`config.mk`:
```
export PLATFORM = sky130hd
export DESIGN_NAME = disc_writer
export DESIGN_NICKNAME = d
export VERILOG_FILES = /design/src/rtl/disc_writer_pkg.sv /design/src/rtl/index_edge_sync.sv /design/src/rtl/disc_writer.sv
export SDC_FILE = /design/constraint.sdc
export NUM_CORES = 1
export LEC_CHECK = 0
export CAP_MARGIN = 0
export CORE_UTILIZATION = 34
export CTS_CLUSTER_DIAMETER = 150
export CTS_CLUSTER_SIZE = 12
export DETAILED_ROUTE_END_ITERATION = 8
export PLACE_DENSITY = 0.51
export SETUP_SLACK_MARGIN = 0.05
export SLEW_MARGIN = 25
export SYNTH_ARGS = -nofsm -noshare
export SYNTH_HDL_FRONTEND = slang
export SYNTH_SLANG_ARGS = --single-unit
```
`constraint.sdc`:
```
create_clock -name CLOCK -period 4.8 [get_ports CLOCK]
set_clock_uncertainty 0.15 [all_clocks]
set_input_delay 0.72 -clock CLOCK [delete_from_list [all_inputs] [get_ports CLOCK]]
set_output_delay 0.72 -clock CLOCK [all_outputs]
set_load 0.01 [all_outputs]
```
`src/rtl/disc_writer_pkg.sv`:
```
// Shared definitions for the disc write path: command codes, FSM encoding and
// the per-command launch descriptor.
package disc_writer_pkg;

  localparam logic [7:0] CMD_GAP     = 8'h80;
  localparam logic [7:0] CMD_WAITIDX = 8'hFE;
  localparam logic [7:0] CMD_END     = 8'hFF;
  localparam logic [7:0] GAP_LEN_M1  = 8'd127;

  typedef enum logic [2:0] {
    S_IDLE,
    S_PRIME,
    S_LEAD,
    S_EXEC,
    S_PULSE,
    S_WAIT_IDX,
    S_TRAIL
  } state_t;

  // Where the FSM goes, and with what counter/data-line value, on the first
  // cycle of a freshly loaded command.
  typedef struct packed {
    state_t     st;
    logic [7:0] cnt;
    logic       wrdata;
  } launch_t;

  function automatic logic is_interval(input logic [7:0] cmd);
    return ~cmd[7];
  endfunction

endpackage

```
`src/rtl/index_edge_sync.sv`:
```
// Two-flop synchroniser for an asynchronous active-low strobe plus a
// one-cycle falling-edge pulse; idle level is high.
module index_edge_sync (
  input  logic clk,
  input  logic rst,
  input  logic sig,
  output logic fall
);

  logic s1, s2, prev;

  always_ff @(posedge clk) begin
    if (rst) begin
      s1   <= 1'b1;
      s2   <= 1'b1;
      prev <= 1'b1;
    end else begin
      s1   <= sig;
      s2   <= s1;
      prev <= s2;
    end
  end

  assign fall = prev & ~s2;

endmodule

```
`src/rtl/disc_writer.sv`:
```
// Streams encoded interval bytes from SRAM and turns them into active-low
// flux-transition pulses on FD_WRDATA, framed by FD_WRGATE.
module disc_writer
  import disc_writer_pkg::*;
#(
  parameter int PULSE_WIDTH = 4,
  parameter int GATE_LEAD   = 8,
  parameter int GATE_TRAIL  = 8
) (
  input  logic       CLOCK,
  input  logic       RESET,
  input  logic       START,
  input  logic       ABORT,
  input  logic       FD_WRPROT_IN,
  input  logic       FD_INDEX_IN,
  output logic       MEM_RD_REQ,
  input  logic       MEM_RD_ACK,
  input  logic [7:0] MEM_DATA,
  output logic       FD_WRDATA,
  output logic       FD_WRGATE,
  output logic       BUSY,
  output logic       DONE,
  output logic       UNDERRUN,
  output logic       WRPROT_ERR
);

  localparam logic [7:0] PW_M1    = 8'(PULSE_WIDTH - 1);
  localparam logic [7:0] LEAD_M1  = 8'(GATE_LEAD - 1);
  localparam logic [7:0] TRAIL_M1 = 8'(GATE_TRAIL - 1);

  state_t     state, state_n;
  logic [7:0] cur, cur_n;
  logic [7:0] cnt, cnt_n;
  logic       pf_valid, pf_valid_n;
  logic [7:0] pf_data, pf_data_n;
  logic       end_fetched, end_n;
  logic       gate, gate_n;
  logic       wdata, wdata_n;
  logic       done, done_n;
  logic       underrun, und_n;
  logic       wp_err, wp_n;
  logic       complete;
  logic       ack_ok;
  logic       idx_fall;
  launch_t    l_cur, l_pf;

  index_edge_sync u_idx (
    .clk  (CLOCK),
    .rst  (RESET),
    .sig  (FD_INDEX_IN),
    .fall (idx_fall)
  );

  // A zero interval skips the high phase and drops FD_WRDATA on the very
  // first cycle, so consecutive 0x00 commands repeat every PULSE_WIDTH.
  function automatic launch_t launch(input logic [7:0] cmd);
    launch_t l;
    l.st     = S_EXEC;
    l.cnt    = 8'd0;
    l.wrdata = 1'b1;
    if (cmd == CMD_END) begin
      l.st  = S_TRAIL;
      l.cnt = TRAIL_M1;
    end else if (cmd == CMD_WAITIDX) begin
      l.st = S_WAIT_IDX;
    end else if (cmd == CMD_GAP) begin
      l.cnt = GAP_LEN_M1;
    end else if (is_interval(cmd)) begin
      if (cmd == 8'd0) begin
        l.st     = S_PULSE;
        l.cnt    = PW_M1;
        l.wrdata = 1'b0;
      end else begin
        l.cnt = cmd - 8'd1;
      end
    end
    return l;
  endfunction

  assign l_cur = launch(cur);
  assign l_pf  = launch(pf_data);

  assign MEM_RD_REQ = (state == S_PRIME) ||
                      ((state inside {S_LEAD, S_EXEC, S_PULSE, S_WAIT_IDX}) &&
                       !pf_valid && !end_fetched);
  assign ack_ok     = MEM_RD_ACK && MEM_RD_REQ;

  always_ff @(posedge CLOCK) begin
    if (RESET) begin
      state       <= S_IDLE;
      cur         <= 8'd0;
      cnt         <= 8'd0;
      pf_valid    <= 1'b0;
      pf_data     <= 8'd0;
      end_fetched <= 1'b0;
      gate        <= 1'b1;
      wdata       <= 1'b1;
      done        <= 1'b0;
      underrun    <= 1'b0;
      wp_err      <= 1'b0;
    end else begin
      state       <= state_n;
      cur         <= cur_n;
      cnt         <= cnt_n;
      pf_valid    <= pf_valid_n;
      pf_data     <= pf_data_n;
      end_fetched <= end_n;
      gate        <= gate_n;
      wdata       <= wdata_n;
      done        <= done_n;
      underrun    <= und_n;
      wp_err      <= wp_n;
    end
  end

  always_comb begin
    state_n    = state;
    cur_n      = cur;
    cnt_n      = cnt;
    pf_valid_n = pf_valid;
    pf_data_n  = pf_data;
    end_n      = end_fetched;
    gate_n     = gate;
    wdata_n    = wdata;
    done_n     = done;
    und_n      = underrun;
    wp_n       = wp_err;
    complete   = 1'b0;

    if (ack_ok && state != S_PRIME) begin
      pf_valid_n = 1'b1;
      pf_data_n  = MEM_DATA;
    end
    if (ack_ok && MEM_DATA == CMD_END) end_n = 1'b1;

    case (state)
      S_IDLE: begin
        if (START) begin
          if (!FD_WRPROT_IN) begin
            wp_n = 1'b1;
          end else begin
            done_n     = 1'b0;
            und_n      = 1'b0;
            wp_n       = 1'b0;
            end_n      = 1'b0;
            pf_valid_n = 1'b0;
            state_n    = S_PRIME;
          end
        end
      end
      S_PRIME: begin
        if (ack_ok) begin
          cur_n   = MEM_DATA;
          cnt_n   = LEAD_M1;
          gate_n  = 1'b0;
          state_n = S_LEAD;
        end
      end
      S_LEAD: begin
        if (cnt == 8'd0) begin
          state_n = l_cur.st;
          cnt_n   = l_cur.cnt;
          wdata_n = l_cur.wrdata;
        end else begin
          cnt_n = cnt - 8'd1;
        end
      end
      S_EXEC: begin
        if (cnt != 8'd0) begin
          cnt_n = cnt - 8'd1;
        end else if (is_interval(cur)) begin
          state_n = S_PULSE;
          cnt_n   = PW_M1;
          wdata_n = 1'b0;
        end else begin
          complete = 1'b1;
        end
      end
      S_PULSE: begin
        if (cnt == 8'd0) begin
          wdata_n  = 1'b1;
          complete = 1'b1;
        end else begin
          cnt_n = cnt - 8'd1;
        end
      end
      S_WAIT_IDX: begin
        if (idx_fall) complete = 1'b1;
      end
      S_TRAIL: begin
        if (cnt == 8'd0) begin
          gate_n  = 1'b1;
          done_n  = 1'b1;
          state_n = S_IDLE;
        end else begin
          cnt_n = cnt - 8'd1;
        end
      end
      default: state_n = S_IDLE;
    endcase

    // Hand over to the prefetched byte in the completing cycle; with nothing
    // prefetched the write is abandoned and any same-cycle ack is dropped.
    if (complete) begin
      if (pf_valid) begin
        cur_n      = pf_data;
        pf_valid_n = 1'b0;
        state_n    = l_pf.st;
        cnt_n      = l_pf.cnt;
        wdata_n    = l_pf.wrdata;
      end else begin
        state_n    = S_IDLE;
        gate_n     = 1'b1;
        wdata_n    = 1'b1;
        und_n      = 1'b1;
        pf_valid_n = 1'b0;
      end
    end

    if (ABORT) begin
      state_n    = S_IDLE;
      gate_n     = 1'b1;
      wdata_n    = 1'b1;
      pf_valid_n = 1'b0;
      end_n      = end_fetched;
      done_n     = done;
      und_n      = underrun;
      wp_n       = wp_err;
    end
  end

  assign FD_WRDATA  = wdata;
  assign FD_WRGATE  = gate;
  assign BUSY       = (state != S_IDLE);
  assign DONE       = done;
  assign UNDERRUN   = underrun;
  assign WRPROT_ERR = wp_err;

endmodule

```
==> results.md <==
* Most frequent cells after synthesis: nor2_1 (40), dfxtp_1 (37), nand2_1 (19), a211oi_1 (17), a21oi_1 (16)
* Final hold vios at 0
* Wire per inst at 17.4 um
* Register area at 741 um^2
* VDD IR-drop max at 0.119 mV
* Layout cells sized above 1 at 0.0890
* Arrival @ worst endpoint at 2.33 ns
* Post_cts resized at 0
* Clk slew on worst S/H paths at 0.09 ns
* Setup TNS at 0 ns
* Area leader, netlist: dfxtp_1
* Initial antenna violation count at 0
* Register bit total from synthesis at 37
* Vias in the first global route at 2318
* H-tree levels at 2
* End point of the critical path: MEM_RD_REQ
* Min Tclk post-route at 3.20 ns
* Most used flip-flop cell after synthesis: dfxtp_1
* Required @ worst endpoint at 3.93 ns
* Cts hold-fix bufs at 0
* DIE HEIGHT at 90.7 um
* Period utilisation layout at 0.667
* Antenna cells at 0
* Area grow syn2layout at 13.1%
* Final Cell Area at 0.00303 mm^2
* Antenna viol nets, final at 0
* Critical setup path kind: reg -> out
* CP Launch Type: flop
* DIE AREA at 0.00823 mm^2
* Reg2reg start: cnt[0]
* Worst-Margin Slew at 0.707 ns
* Largest stage delay, worst path at 0.73 ns
* Cell Rows at 31
* Initial core utilization at 0.360
* Max cap viols at 0
* Drt pass-1 iters at 4
* Max-slew violations at 0
* Library cells used by synthesis at 69
* Routability cong. at 0.834
* Hold Crit Class: reg -> reg
* Fin nets at 358
* Global-route usage over all layers at 0.192
* Total grt overflow at 0
* Mapped cell area at 0.00268 mm^2
* Chip width at 90.7 um
* Part of the Yosys area used for sequential elements at 0.277
* Clock sink total at 37
* Most common cell in the netlist: nor2_1
* Clock Latency Late Sink at 0.30 ns
* Worst setup EP type: primary output
* Vias/cell at 5.69
* Slowest CP cell: dfxtp_1
* Largest net degree at the start of global routing at 29
* Top post-synthesis cells by area: dfxtp_1 (28%), mux2i_1 (5.6%), nor2_1 (5.6%), a211oi_1 (4.8%), ha_1 (3.3%)
* CP Max Fanout at 21
* Total wire length at 7600 um
* CTS Buf Count at 5
* Post-synth EDFFs at 0
* RSZ-0062 raised after global routing: no
* FMAX at 312 MHz
* Syn Inst Count at 328
* Leak pwr at 0.00117 uW
* Async set-reset flop share out of synthesis at 0
* Reg2reg end: cnt[1]
* Footprint of the multi-input gates at 0.00177 mm^2
* Status: finished, final reports clean
* Number of I/O pins at 22
* Placement Cell Area at 0.00291 mm^2
* Average cell area after synthesis at 8.16 um^2
* PnR worst setup slack at 1.60 ns
* CTS Buffer Depth at 2
* Setup bufs post-CTS at 0
* Core Util, Final at 0.407
* Slew HR at 0.528
* Share of the synthesized area in the top cell type at 0.277
* Syn Nets at 350
* Power per cell area at 363 mW/mm^2
* Detailed Place HPWL at 5650 um
* CP Launch Point: state[0]
* Pre-CTS setup slack at 1.96 ns
* Critical path cell sequence: or3b_2 -> o31ai_1 -> clkdlybuf4s50_1
* Clk Tree Root Cell: clkbuf_8
* First-pass GRT wire length at 12600 um
* Yosys warns at 0
* DRT iter0 DRCs at 179
* Worst reg2reg setup slack at 2.08 ns
* DRC Markers at 0
* CTS tree: built
* Layout fillers at 776
* Cells on worst reg2reg path at 7
* # setup viols final at 0
* Via count at 2482
* # port buffers at 21
* Worst Hold Launch: u_idx.s1
* Core Area at 0.00745 mm^2
-- cells in the final DEF (no fill, tap or decap), types with 3 or more instances in the layout --
master,count
nand2_1,19
nor2b_1,10
inv_1,13
nor2_1,40
and4_1,3
o211ai_1,5
or4_1,3
nand3b_1,4
xor2_1,3
mux2i_1,15
a21o_1,4
clkbuf_8,6
o21ai_0,8
nor4_1,3
o31ai_1,5
o41ai_1,3
a31oi_1,6
ha_1,7
a21oi_1,16
or2_2,3
dfxtp_1,37
nand4_1,6
or3b_2,3
clkdlybuf4s50_1,21
nand3_1,8
xnor2_1,7
a211oi_1,17
nor3_1,7
o2111ai_1,4
-- registers in the layout, indices dropped and copies added, names as in the netlist --
register / count
FD_WRDATA: 1
DONE: 1
state: 3
pf_data: 8
u_idx.s2: 1
FD_WRGATE: 1
end_fetched: 1
cnt: 8
UNDERRUN: 1
u_idx.prev: 1
pf_valid: 1
cur: 8
WRPROT_ERR: 1
u_idx.s1: 1
-- metal layers --
layer  part of all wire  global-route usage
met1               0.50               0.275
met2               0.45               0.295
met3              0.038              0.0269
met4             0.0093              0.0565
met5                  0                   0
-- through the flow --
| step | hold WS (ns) | power, uW | std cells |
|---|---|---|---|
| detailed placement | 0.247 | 805 | 428 |
| global route | 0.275 | 1170 | 436 |
| floorplan | 0.239 | 703 | 328 |
| finish | 0.270 | 1100 | 436 |
| CTS | 0.268 | 1100 | 436 |
| global placement | 0.249 | 805 | 428 |
-- final cells by class --
type,count,share of cell area
multi-input combinational,256,0.584
sequential,37,0.245
timing repair buffer,23,0.0744
tap,99,0.0409
clock buffer,6,0.0273
inverter,13,0.0161
clock inverter,2,0.0124
-- worst max-delay path: cells and delay by family, from the launching register on --
family | cells | cell delay (ns)
AOI/OAI and AO/OA | 1 | 0.14
buffers and inverters | 1 | 0.63
DFF | 1 | 0.73
and+or+nand+nor | 1 | 0.53
-- cells by family (layout without fill, tap and decap cells) --
logic type,Yosys count,in the layout,share of synthesized area
flops,37,37,0.277
compound gates,95,95,0.265
fa+ha+maj,7,7,0.0327
simple gates,128,128,0.270
xor+xnor,10,10,0.0327
buf+inv,35,44,0.0626
mux,16,16,0.0603
-- power breakdown --
group	internal [uW]	leakage [uW]	switching (uW)	total (uW)
Combinational	176	0.000816	246	422
Sequential	330	0.000300	49.7	380
Clock	169	0.0000574	128	297
-- worst min path at each step --
stage               end  slack (ns)  cells after the start
2_1_floorplan  u_idx.s2        0.24                      1
3_3_place_gp   u_idx.s2        0.25                      1
3_5_place_dp   u_idx.s2        0.25                      1
4_1_cts        u_idx.s2        0.27                      1
5_1_grt        u_idx.s2        0.27                      1
6_report       u_idx.s2        0.27                      1
(Power assumes the default switching activity.)
